File: src/rtl/ste_ram_arb.sv
// STE shared-RAM slot arbiter: 8-clk32 slots alternate even (video/sound/refresh) and odd (CPU/blitter).
// Blitter arbitration is compiled in only when STE_BLITTER_EN is defined.
//
// blitter state | meaning
// BLT_IDLE      | no ownership, blitter may claim an odd slot when CPU is idle
// BLT_OWN       | blitter owns odd slots, blt_cnt counts granted slots
// BLT_WIN       | guaranteed CPU window, blt_cnt counts window slots
module ste_ram_arb (
    input  logic       clk32,
    input  logic       resb,
    input  logic       vid_req,
    input  logic       snd_req,
    input  logic       ref_req,
    input  logic       cpu_req,
    input  logic       blt_req,
    output logic       vid_gnt,
    output logic       snd_gnt,
    output logic       ref_gnt,
    output logic       cpu_gnt,
    output logic       blt_gnt,
    output logic [2:0] slot_ph,
    output logic       slot_odd,
    output logic       cyc_start
);

    logic       decide;
    logic [1:0] ref_age;
    logic       ev_vid;
    logic       ev_snd;
    logic       ev_ref;
    logic       od_cpu;

    assign decide = (slot_ph == 3'd7);

    always_ff @(posedge clk32 or negedge resb) begin
        if (!resb) begin
            slot_ph   <= 3'd0;
            slot_odd  <= 1'b0;
            cyc_start <= 1'b0;
        end else begin
            slot_ph   <= slot_ph + 3'd1;
            cyc_start <= decide;
            if (decide) begin
                slot_odd <= ~slot_odd;
            end
        end
    end

    // An aged refresh overtakes sound but never video.
    always_comb begin
        ev_vid = vid_req;
        ev_ref = 1'b0;
        ev_snd = 1'b0;
        if (!vid_req) begin
            if (ref_req && ((ref_age == 2'd3) || !snd_req)) begin
                ev_ref = 1'b1;
            end else begin
                ev_snd = snd_req;
            end
        end
    end

    always_ff @(posedge clk32 or negedge resb) begin
        if (!resb) begin
            ref_age <= 2'd0;
        end else if (decide && slot_odd) begin
            if (!ref_req || ev_ref) begin
                ref_age <= 2'd0;
            end else if (ref_age != 2'd3) begin
                ref_age <= ref_age + 2'd1;
            end
        end
    end

`ifdef STE_BLITTER_EN
    localparam logic [1:0] BLT_IDLE = 2'd0;
    localparam logic [1:0] BLT_OWN  = 2'd1;
    localparam logic [1:0] BLT_WIN  = 2'd2;

    logic [1:0] blt_st;
    logic [1:0] blt_st_nxt;
    logic [5:0] blt_cnt;
    logic [5:0] blt_cnt_nxt;
    logic       blt_own;
    logic       blt_win;
    logic       od_blt;

    assign blt_own = (blt_st == BLT_OWN);
    assign blt_win = (blt_st == BLT_WIN);

    // blt_cnt is shared: owned-slot count while owning, window-slot count during the CPU window.
    always_comb begin
        blt_st_nxt  = blt_st;
        blt_cnt_nxt = blt_cnt;
        od_blt      = 1'b0;
        od_cpu      = cpu_req;
        if (blt_own) begin
            if (!blt_req) begin
                blt_st_nxt  = BLT_IDLE;
                blt_cnt_nxt = 6'd0;
            end else begin
                od_blt = 1'b1;
                od_cpu = 1'b0;
                if (blt_cnt == 6'd63) begin
                    blt_st_nxt  = BLT_WIN;
                    blt_cnt_nxt = 6'd0;
                end else begin
                    blt_cnt_nxt = blt_cnt + 6'd1;
                end
            end
        end else if (blt_win) begin
            if (blt_cnt == 6'd63) begin
                blt_st_nxt  = BLT_IDLE;
                blt_cnt_nxt = 6'd0;
            end else begin
                blt_cnt_nxt = blt_cnt + 6'd1;
            end
        end else if (blt_req && !cpu_req) begin
            od_blt      = 1'b1;
            od_cpu      = 1'b0;
            blt_st_nxt  = BLT_OWN;
            blt_cnt_nxt = 6'd1;
        end
    end

    always_ff @(posedge clk32 or negedge resb) begin
        if (!resb) begin
            blt_st  <= BLT_IDLE;
            blt_cnt <= 6'd0;
        end else if (decide && !slot_odd) begin
            blt_st  <= blt_st_nxt;
            blt_cnt <= blt_cnt_nxt;
        end
    end
`else
    logic unused_blt_req;

    assign unused_blt_req = blt_req;
    assign od_cpu         = cpu_req;
    assign blt_gnt        = 1'b0;
`endif

    // Grants are decided at phase 7 and held for the whole following slot.
    always_ff @(posedge clk32 or negedge resb) begin
        if (!resb) begin
            vid_gnt <= 1'b0;
            snd_gnt <= 1'b0;
            ref_gnt <= 1'b0;
            cpu_gnt <= 1'b0;
`ifdef STE_BLITTER_EN
            blt_gnt <= 1'b0;
`endif
        end else if (decide) begin
            vid_gnt <= slot_odd & ev_vid;
            snd_gnt <= slot_odd & ev_snd;
            ref_gnt <= slot_odd & ev_ref;
            cpu_gnt <= ~slot_odd & od_cpu;
`ifdef STE_BLITTER_EN
            blt_gnt <= ~slot_odd & od_blt;
`endif
        end
    end

endmodule

File: config.mk
export PLATFORM = sky130hd
export DESIGN_NAME = ste_ram_arb
export DESIGN_NICKNAME = d
export VERILOG_FILES = /design/src/rtl/ste_ram_arb.sv
export SDC_FILE = /design/constraint.sdc
export NUM_CORES = 1
export LEC_CHECK = 0
export ABC_AREA = 1
export CAP_MARGIN = 10
export CORE_AREA = 2 2 39 41
export CTS_BUF_LIST = sky130_fd_sc_hd__clkbuf_8 sky130_fd_sc_hd__clkbuf_16
export DETAILED_ROUTE_END_ITERATION = 8
export DIE_AREA = 0 0 41 43
export PLACE_DENSITY = 0.65
export SLEW_MARGIN = 5
export SYNTH_ARGS = -nofsm -noshare
export SYNTH_HDL_FRONTEND = slang
export SYNTH_SLANG_ARGS = --single-unit
File: constraint.sdc
create_clock -name clk32 -period 2.4 [get_ports clk32]
set_input_delay 0.48 -clock clk32 [delete_from_list [all_inputs] [get_ports clk32]]
set_output_delay 0.48 -clock clk32 [all_outputs]
set_load 0.01 [all_outputs]
==> load_flow_metrics.sql, run 1 <==
INSERT INTO impl_metrics (metric_group, metric, value, unit) VALUES
('power_and_ir_drop', 'share_of_total_power_in_the_clock_network', '43.7', '%'),
('routing', 'antenna_left', '0', ''),
('min_path', 'min_delay_worst_endpoint', 'slot_ph[0]$_DFF_PN0_', ''),
('clocking', 'cts_hold_repair.buffers', '0', ''),
('power_and_ir_drop', 'power_per_cell_area', '608', 'mW/mm^2'),
('layout', 'mostFrequentLayoutCell', 'clkdlybuf4s50_1', ''),
('min_path', 'min-delay-path-class', 'reg -> reg', ''),
('place', 'place_ws', '0.913', 'ns'),
('sta', 'timing.clock.skew', '0.00297', 'ns'),
('sta', 'accumulated_negative_setup_slack', '0', 'ns'),
('sta', 'layout_worst_path_cycle_share', '72.0', '%'),
('floorplanning', 'die-width', '41', 'um'),
('place', 'place_congestion', '0.693', ''),
('floorplanning', 'num_rows', '14', ''),
('synth', 'yosys_register_bits', '11', ''),
('synth', 'synthesis.instances', '45', ''),
('routing', 'wl_per_cell', '10.3', 'um'),
('worst_setup_path', 'critPathLaunchType', 'flop', ''),
('worst_setup_path', 'critPathKind', 'reg -> out', ''),
('global_route', 'largest_net_degree_at_the_start_of_global_routing', '12', ''),
('place', 'dp.final_hpwl', '588', 'um'),
('clocking', 'postCtsSetupRepairBufs', '0', ''),
('worst_setup_path', 'path_cells', 'clkdlybuf4s50_1', ''),
('routing', 'drt_total_wl', '790', 'um'),
('layout', 'fin_area', '658', 'um^2'),
('clocking', 'cts.root.buffer_cell', 'clkbuf_8', ''),
('sta', 'finalWorstSetupSlack', '0.673', 'ns'),
('clocking', 'cts.htree.levels', '1', ''),
('clocking', 'clk_pin_slew', '0.05', 'ns'),
('layout', 'num-fill-cells', '143', ''),
('job', 'max_cap_violations', '0', ''),
('clocking', 'numClockSinks', '11', ''),
('routing', 'drt_pass1_iterations', '2', ''),
('min_path', 'worst_hold_path_depth', '1', ''),
('worst_setup_path', 'cell_family_contributing_the_most_delay_on_the_critical_path', 'buffers and inverters', ''),
('global_route', 'wire_length_of_the_first_global_routing_pass', '1.19', 'mm'),
('clocking', 'numCtsBuffers', '3', ''),
('outcome', 'status', 'finished clean', ''),
('power_and_ir_drop', 'power.net_switching', '0.0809', 'mW'),
('sta', 'slew_viol_final', '0', ''),
('global_route', 'antenna_found_initial', '0', ''),
('layout', 'areaGrowthSynthToFinish', '40.6', '%'),
('sta', 'grt_setup_unrepaired', 'no', ''),
('sta', 'final.min_clock_period', '1.73', 'ns'),
('routing', 'dr_total_vias', '352', ''),
('floorplanning', 'fp.coreArea', '0.00138', 'mm^2'),
('routing', 'routed_via_density', '4.57', ''),
('floorplanning', 'chipHeight', '43', 'um'),
('routing', 'drc', '0', ''),
('power_and_ir_drop', 'p_total', '0.400', 'mW'),
('worst_setup_path', 'crit_arrival', '1.25', 'ns'),
('worst_setup_path', 'worstReg2RegStart', 'slot_ph[0]$_DFF_PN0_', ''),
('worst_setup_path', 'worst_path_max_delay_cell', 'clkdlybuf4s50_1', ''),
('clocking', 'clock_insertion_delay_worst_skew', '0.23', 'ns'),
('floorplanning', 'die-area', '0.00176', 'mm^2'),
('global_route', 'grt_pass1_vias', '289', ''),
('global_route', 'grt-ovfl-total', '0', ''),
('worst_setup_path', 'reg2regPathDepth', '5', ''),
('sta', 'max_clock_freq', '579', 'MHz'),
('worst_setup_path', 'cp-end-kind', 'output port', ''),
('worst_setup_path', 'worst_ep_required_time', '1.92', 'ns'),
('place', 'dpl-instance-area', '613', 'um^2'),
('clocking', 'ctsResizeCount', '0', ''),
('worst_setup_path', 'critPathBufInv', '1', ''),
('layout', 'drive_above_1_share', '6.56', '%'),
('floorplanning', 'ioPinCount', '17', ''),
('floorplanning', 'initial_cell_density_of_the_core', '33.8', '%'),
('power_and_ir_drop', 'pwr-share-seq', '48.4', '%'),
('synth', 'synthesis.nets', '55', ''),
('clocking', 'cts-root-to-sink-buffers', '2', ''),
('power_and_ir_drop', 'static_leakage_power', '0.321', 'nW');
layout make-up:
type                       count  area [um^2]  share of cell area [%]
inverter                       8         30.0                    4.56
sequential                    11          275                    41.8
multi-input combinational     24          148                    22.4
timing repair buffer          14          140                    21.3
clock buffer                   3         41.3                    6.27
clock inverter                 1         3.75                   0.570
tap                           16         20.0                    3.04
power by group through the flow:
stage	sequential, mW	combinational, mW	clock [mW]
2_1_floorplan	0.197	0.0119	0
3_3_place_gp	0.196	0.0311	0
3_5_place_dp	0.196	0.0317	0
4_1_cts	0.193	0.0320	0.183
5_1_grt	0.194	0.0355	0.191
6_report	0.194	0.0315	0.175
worst max-delay path by stage:
stage / from / to / slack, ns / depth (start not counted)
final: slot_odd$_DFFE_PN0N_ / slot_odd / 0.67 / 1
after global routing: slot_odd$_DFFE_PN0N_ / slot_odd / 0.63 / 1
after CTS: slot_odd$_DFFE_PN0N_ / slot_odd / 0.65 / 1
after detailed placement: slot_odd$_DFFE_PN0N_ / slot_odd / 0.91 / 1
after global placement: slot_odd$_DFFE_PN0N_ / slot_odd / 0.92 / 1
after floorplan: slot_ph[0]$_DFF_PN0_ / ref_gnt$_DFFE_PN0N_ / 1.16 / 5
state kept, by name, indices dropped and copies added (netlist names):
name and cells:
snd_gnt 1, cyc_start 1, ref_age 2, slot_ph 3
vid_gnt 1, cpu_gnt 1, slot_odd 1, ref_gnt 1
logic make-up (layout without fill, tap and decap cells):
kind of cell               Yosys count  in the layout  share of synthesized area (%)
DFF                                 11             11                           58.8
AOI/OAI and AO/OA                    6              6                           6.95
other                                1              1                          0.801
buffers and inverters               10             26                           9.62
and+or+nand+nor                     13             13                           13.9
xor gates and xnor gates             1              1                           1.87
adders and majority gates            3              3                           8.02
routing by layer:
layer  wire length (um)  share of wire (%)  global-route usage (%)  up-vias
li1                   -                  -                       -      176
met1                370                 47                    12.8      163
met2                348                 44                    13.8       11
met3                 67                8.5                    4.71        2
met4                  5               0.63                    8.00        0
met5                  0                  0                       0        -
Yosys cell counts:
master | count | area [um^2]
ha_1 | 3 | 37.5
conb_1 | 1 | 3.75
nand3_1 | 5 | 25.0
nand3b_1 | 1 | 7.51
o22ai_1 | 2 | 12.5
dfrtp_1 | 11 | 275
inv_1 | 8 | 30.0
o21ai_1 | 3 | 15.0
xor2_1 | 1 | 8.76
nand3_2 | 1 | 10.0
buf_4 | 2 | 15.0
nand2_1 | 6 | 22.5
o21ai_0 | 1 | 5.00
through the flow:
step	hold WS (ns)	utilization, %	instances
after CTS	0.452	47.6	77
after global placement	0.443	44.3	73
after detailed placement	0.446	44.3	73
final	0.450	47.6	77
after floorplan	0.184	-	45
after global routing	0.475	47.6	77
(Power assumes the default switching activity.)
==> run 2: changes to the inputs <==
Settings changed: CORE_AREA 2 2 39 41 to unset, CORE_UTILIZATION set to 36, DIE_AREA 0 0 41 43 to unset, PLACE_DENSITY 0.65 to 0.69.
Clock period 2.4 ns to 1.55 ns, I/O delays scaled along.
==> run 2 against run 1 <==
Against the previous run:
- clock-buffer cell count unchanged
- clock skew up 0.00085 ns
- sequential share of layout area fell by 0.39 points
- combinational power rose by 51%
- total power grew 58%
- routed wire length is 4.9% lower
- clock power is 62% higher
- register-to-register slack worse by 0.84 ns
- non-clock buffer count is 1 higher
- worst setup slack got worse by 0.58 ns
- sequential cell count did not move
- largest power group unchanged
==> load_flow_metrics.sql, run 2 (synthesized netlist as in run 1, its figures left out) <==
INSERT INTO impl_metrics (metric_group, metric, value, unit) VALUES
('job', 'max_cap_violations', '0', ''),
('global_route', 'gr-usage-all-layers', '13.2', '%'),
('sta', 'slew_viol_final', '0', ''),
('clocking', 'postCtsSetupRepairBufs', '0', ''),
('global_route', 'wire_length_of_the_first_global_routing_pass', '1.20', 'mm'),
('power_and_ir_drop', 'ir_drop', '0.651', 'mV'),
('worst_setup_path', 'critPathBufInv', '1', ''),
('sta', 'whs', '0.397', 'ns'),
('clocking', 'clock_insertion_delay_worst_skew', '0.24', 'ns'),
('routing', 'wl_per_cell', '9.88', 'um'),
('worst_setup_path', 'critPathLaunchType', 'flop', ''),
('layout', 'layout_common_cells', 'clkdlybuf4s50_1 (14), dfrtp_1 (11), inv_1 (8)', ''),
('sta', 'max_clock_freq', '686', 'MHz'),
('routing', 'dr_total_vias', '346', ''),
('worst_setup_path', 'reg2regPathDepth', '5', ''),
('worst_setup_path', 'worstReg2RegStart', 'slot_ph[0]$_DFF_PN0_', ''),
('sta', 'finalWorstSetupSlack', '0.0923', 'ns'),
('layout', 'largest_register', 'slot_ph', ''),
('sta', 'finalSetupViolations', '0', ''),
('power_and_ir_drop', 'pwr-share-seq', '47.4', '%'),
('clocking', 'clock_tree_from_tritoncts', 'done', ''),
('layout', 'fin_nets', '73', ''),
('sta', 'finalHoldViolations', '0', ''),
('worst_setup_path', 'reg2reg_slack', '0.26', 'ns'),
('layout', 'areaGrowthSynthToFinish', '42.0', '%'),
('sta', 'layout_worst_path_cycle_share', '94.0', '%'),
('global_route', 'antenna_found_initial', '0', ''),
('worst_setup_path', 'cell_family_contributing_the_most_delay_on_the_critical_path', 'buffers and inverters', ''),
('global_route', 'largest_net_degree_at_the_start_of_global_routing', '12', ''),
('floorplanning', 'initial_cell_density_of_the_core', '40.5', '%'),
('place', 'dpl-instance-area', '618', 'um^2'),
('routing', 'routed_via_density', '4.55', ''),
('clocking', 'clk_pin_slew', '0.05', 'ns'),
('layout', 'mostFrequentLayoutCell', 'clkdlybuf4s50_1', ''),
('clocking', 'cts-root-to-sink-buffers', '2', ''),
('clocking', 'cts.root.buffer_cell', 'clkbuf_8', ''),
('outcome', 'status', 'finished clean', ''),
('power_and_ir_drop', 'power.net_switching', '0.134', 'mW'),
('layout', 'largest_reg_flops', '3', ''),
('layout', 'insertedDiodeCount', '0', ''),
('clocking', 'ctsResizeCount', '0', ''),
('worst_setup_path', 'path_cells', 'clkdlybuf4s50_1', ''),
('routing', 'iteration_0_drc_markers', '4', ''),
('sta', 'final.min_clock_period', '1.46', 'ns'),
('clocking', 'cts.htree.levels', '1', ''),
('routing', 'drt_pass1_iterations', '3', ''),
('floorplanning', 'ioPinCount', '17', ''),
('place', 'port_buffer_cells', '14', ''),
('layout', 'drive_above_1_share', '9.68', '%'),
('place', 'dp.final_hpwl', '567', 'um'),
('power_and_ir_drop', 'cell_internal_pwr', '0.497', 'mW'),
('power_and_ir_drop', 'share_comb_of_total_power', '7.6', '%'),
('routing', 'drc', '0', ''),
('clocking', 'numClockSinks', '11', ''),
('sta', 'grt_setup_unrepaired', 'no', ''),
('clocking', 'numCtsBuffers', '3', ''),
('global_route', 'grt_pass1_vias', '303', ''),
('layout', 'fin_area', '664', 'um^2'),
('power_and_ir_drop', 'power_switching_share', '21.3', '%'),
('worst_setup_path', 'worst-path-max-fanout', '3', ''),
('worst_setup_path', 'worst_path_max_delay_cell', 'clkdlybuf4s50_1', ''),
('power_and_ir_drop', 'static_leakage_power', '0.325', 'nW'),
('place', 'place_ws', '0.237', 'ns'),
('clocking', 'cts_hold_repair.buffers', '0', ''),
('global_route', 'grt-ovfl-total', '0', ''),
('power_and_ir_drop', 'power_per_cell_area', '951', 'mW/mm^2'),
('power_and_ir_drop', 'p_total', '0.632', 'mW'),
('layout', 'reg_top3', 'slot_ph x3, ref_age x2', ''),
('worst_setup_path', 'crit_arrival', '1.15', 'ns'),
('worst_setup_path', 'cp-end-kind', 'output port', ''),
('routing', 'drt_total_wl', '751', 'um'),
('worst_setup_path', 'reg2reg_to', 'ref_age[1]$_DFFE_PN0P_', ''),
('worst_setup_path', 'cp_slowest_stage_delay', '0.55', 'ns'),
('worst_setup_path', 'worst_ep_required_time', '1.24', 'ns'),
('floorplanning', 'die-width', '38.1', 'um'),
('place', 'place_congestion', '0.733', ''),
('sta', 'timing.clock.skew', '0.00382', 'ns'),
('power_and_ir_drop', 'share_of_total_power_in_the_clock_network', '45.0', '%'),
('floorplanning', 'chipHeight', '38.1', 'um'),
('floorplanning', 'num_rows', '12', ''),
('worst_setup_path', 'critPathKind', 'reg -> out', ''),
('min_path', 'min-delay-path-class', 'in -> async', ''),
('sta', 'accumulated_negative_setup_slack', '0', 'ns'),
('routing', 'antenna_left', '0', ''),
('floorplanning', 'fp.coreArea', '0.00116', 'mm^2'),
('floorplanning', 'die-area', '0.00145', 'mm^2');
-- run 2: cell count changes in the layout (fill, tap and decap cells not counted) --
cell	before	now
buf_4	0	1
clkinv_2	0	1
inv_1	9	8
-- run 2: layout make-up --
| type | instances | area (um^2) |
|---|---|---|
| Clock inverter | 1 | 5.00 |
| Tap cell | 14 | 17.5 |
| Sequential cell | 11 | 275 |
| Timing Repair Buffer | 15 | 148 |
| Inverter | 8 | 30.0 |
| Clock buffer | 3 | 41.3 |
| Fill cell | 99 | 492 |
| Multi-Input combinational cell | 24 | 148 |
-- run 2: power by group through the flow --
stage / Clock (mW) / Sequential [mW] / Combinational (mW)
6_report: 0.284 / 0.299 / 0.0477
5_1_grt: 0.305 / 0.300 / 0.0543
4_1_cts: 0.297 / 0.299 / 0.0493
3_5_place_dp: 0 / 0.304 / 0.0489
3_3_place_gp: 0 / 0.304 / 0.0479
2_1_floorplan: 0 / 0.306 / 0.0184
-- run 2: worst max path at each step --
stage | start | end | slack, ns | cells after the start
finish | slot_ph[0]$_DFF_PN0_ | slot_ph[0] | 0.09 | 1
global placement | slot_ph[0]$_DFF_PN0_ | ref_age[0]$_DFFE_PN0P_ | 0.26 | 5
CTS | slot_ph[0]$_DFF_PN0_ | slot_ph[0] | 0.08 | 1
detailed placement | slot_ph[0]$_DFF_PN0_ | ref_age[1]$_DFFE_PN0P_ | 0.24 | 5
global route | slot_ph[0]$_DFF_PN0_ | slot_ph[0] | 0.04 | 1
floorplan | slot_ph[0]$_DFF_PN0_ | ref_gnt$_DFFE_PN0N_ | 0.31 | 5
-- run 2: worst register-to-register path, stage by stage, from the launching register on --
cell and delay [ns]:
dfrtp_1 0.36, ha_1 0.16, ha_1 0.35, nand3_2 0.16
nand2_1 0.08, o21ai_1 0.06
-- run 2: per-layer routing --
layer  global-route usage (%)  part of all wire [%]
met3                     5.81                   6.1
met1                     16.0                    44
met4                     13.4                   3.1
met5                        0                     0
met2                     16.5                    46
-- run 2: stage by stage --
stage	instances	util (%)
6_report	76	57.5
5_1_grt	76	57.5
4_1_cts	76	57.5
3_5_place_dp	72	53.5
3_3_place_gp	72	53.5
2_1_floorplan	45	-
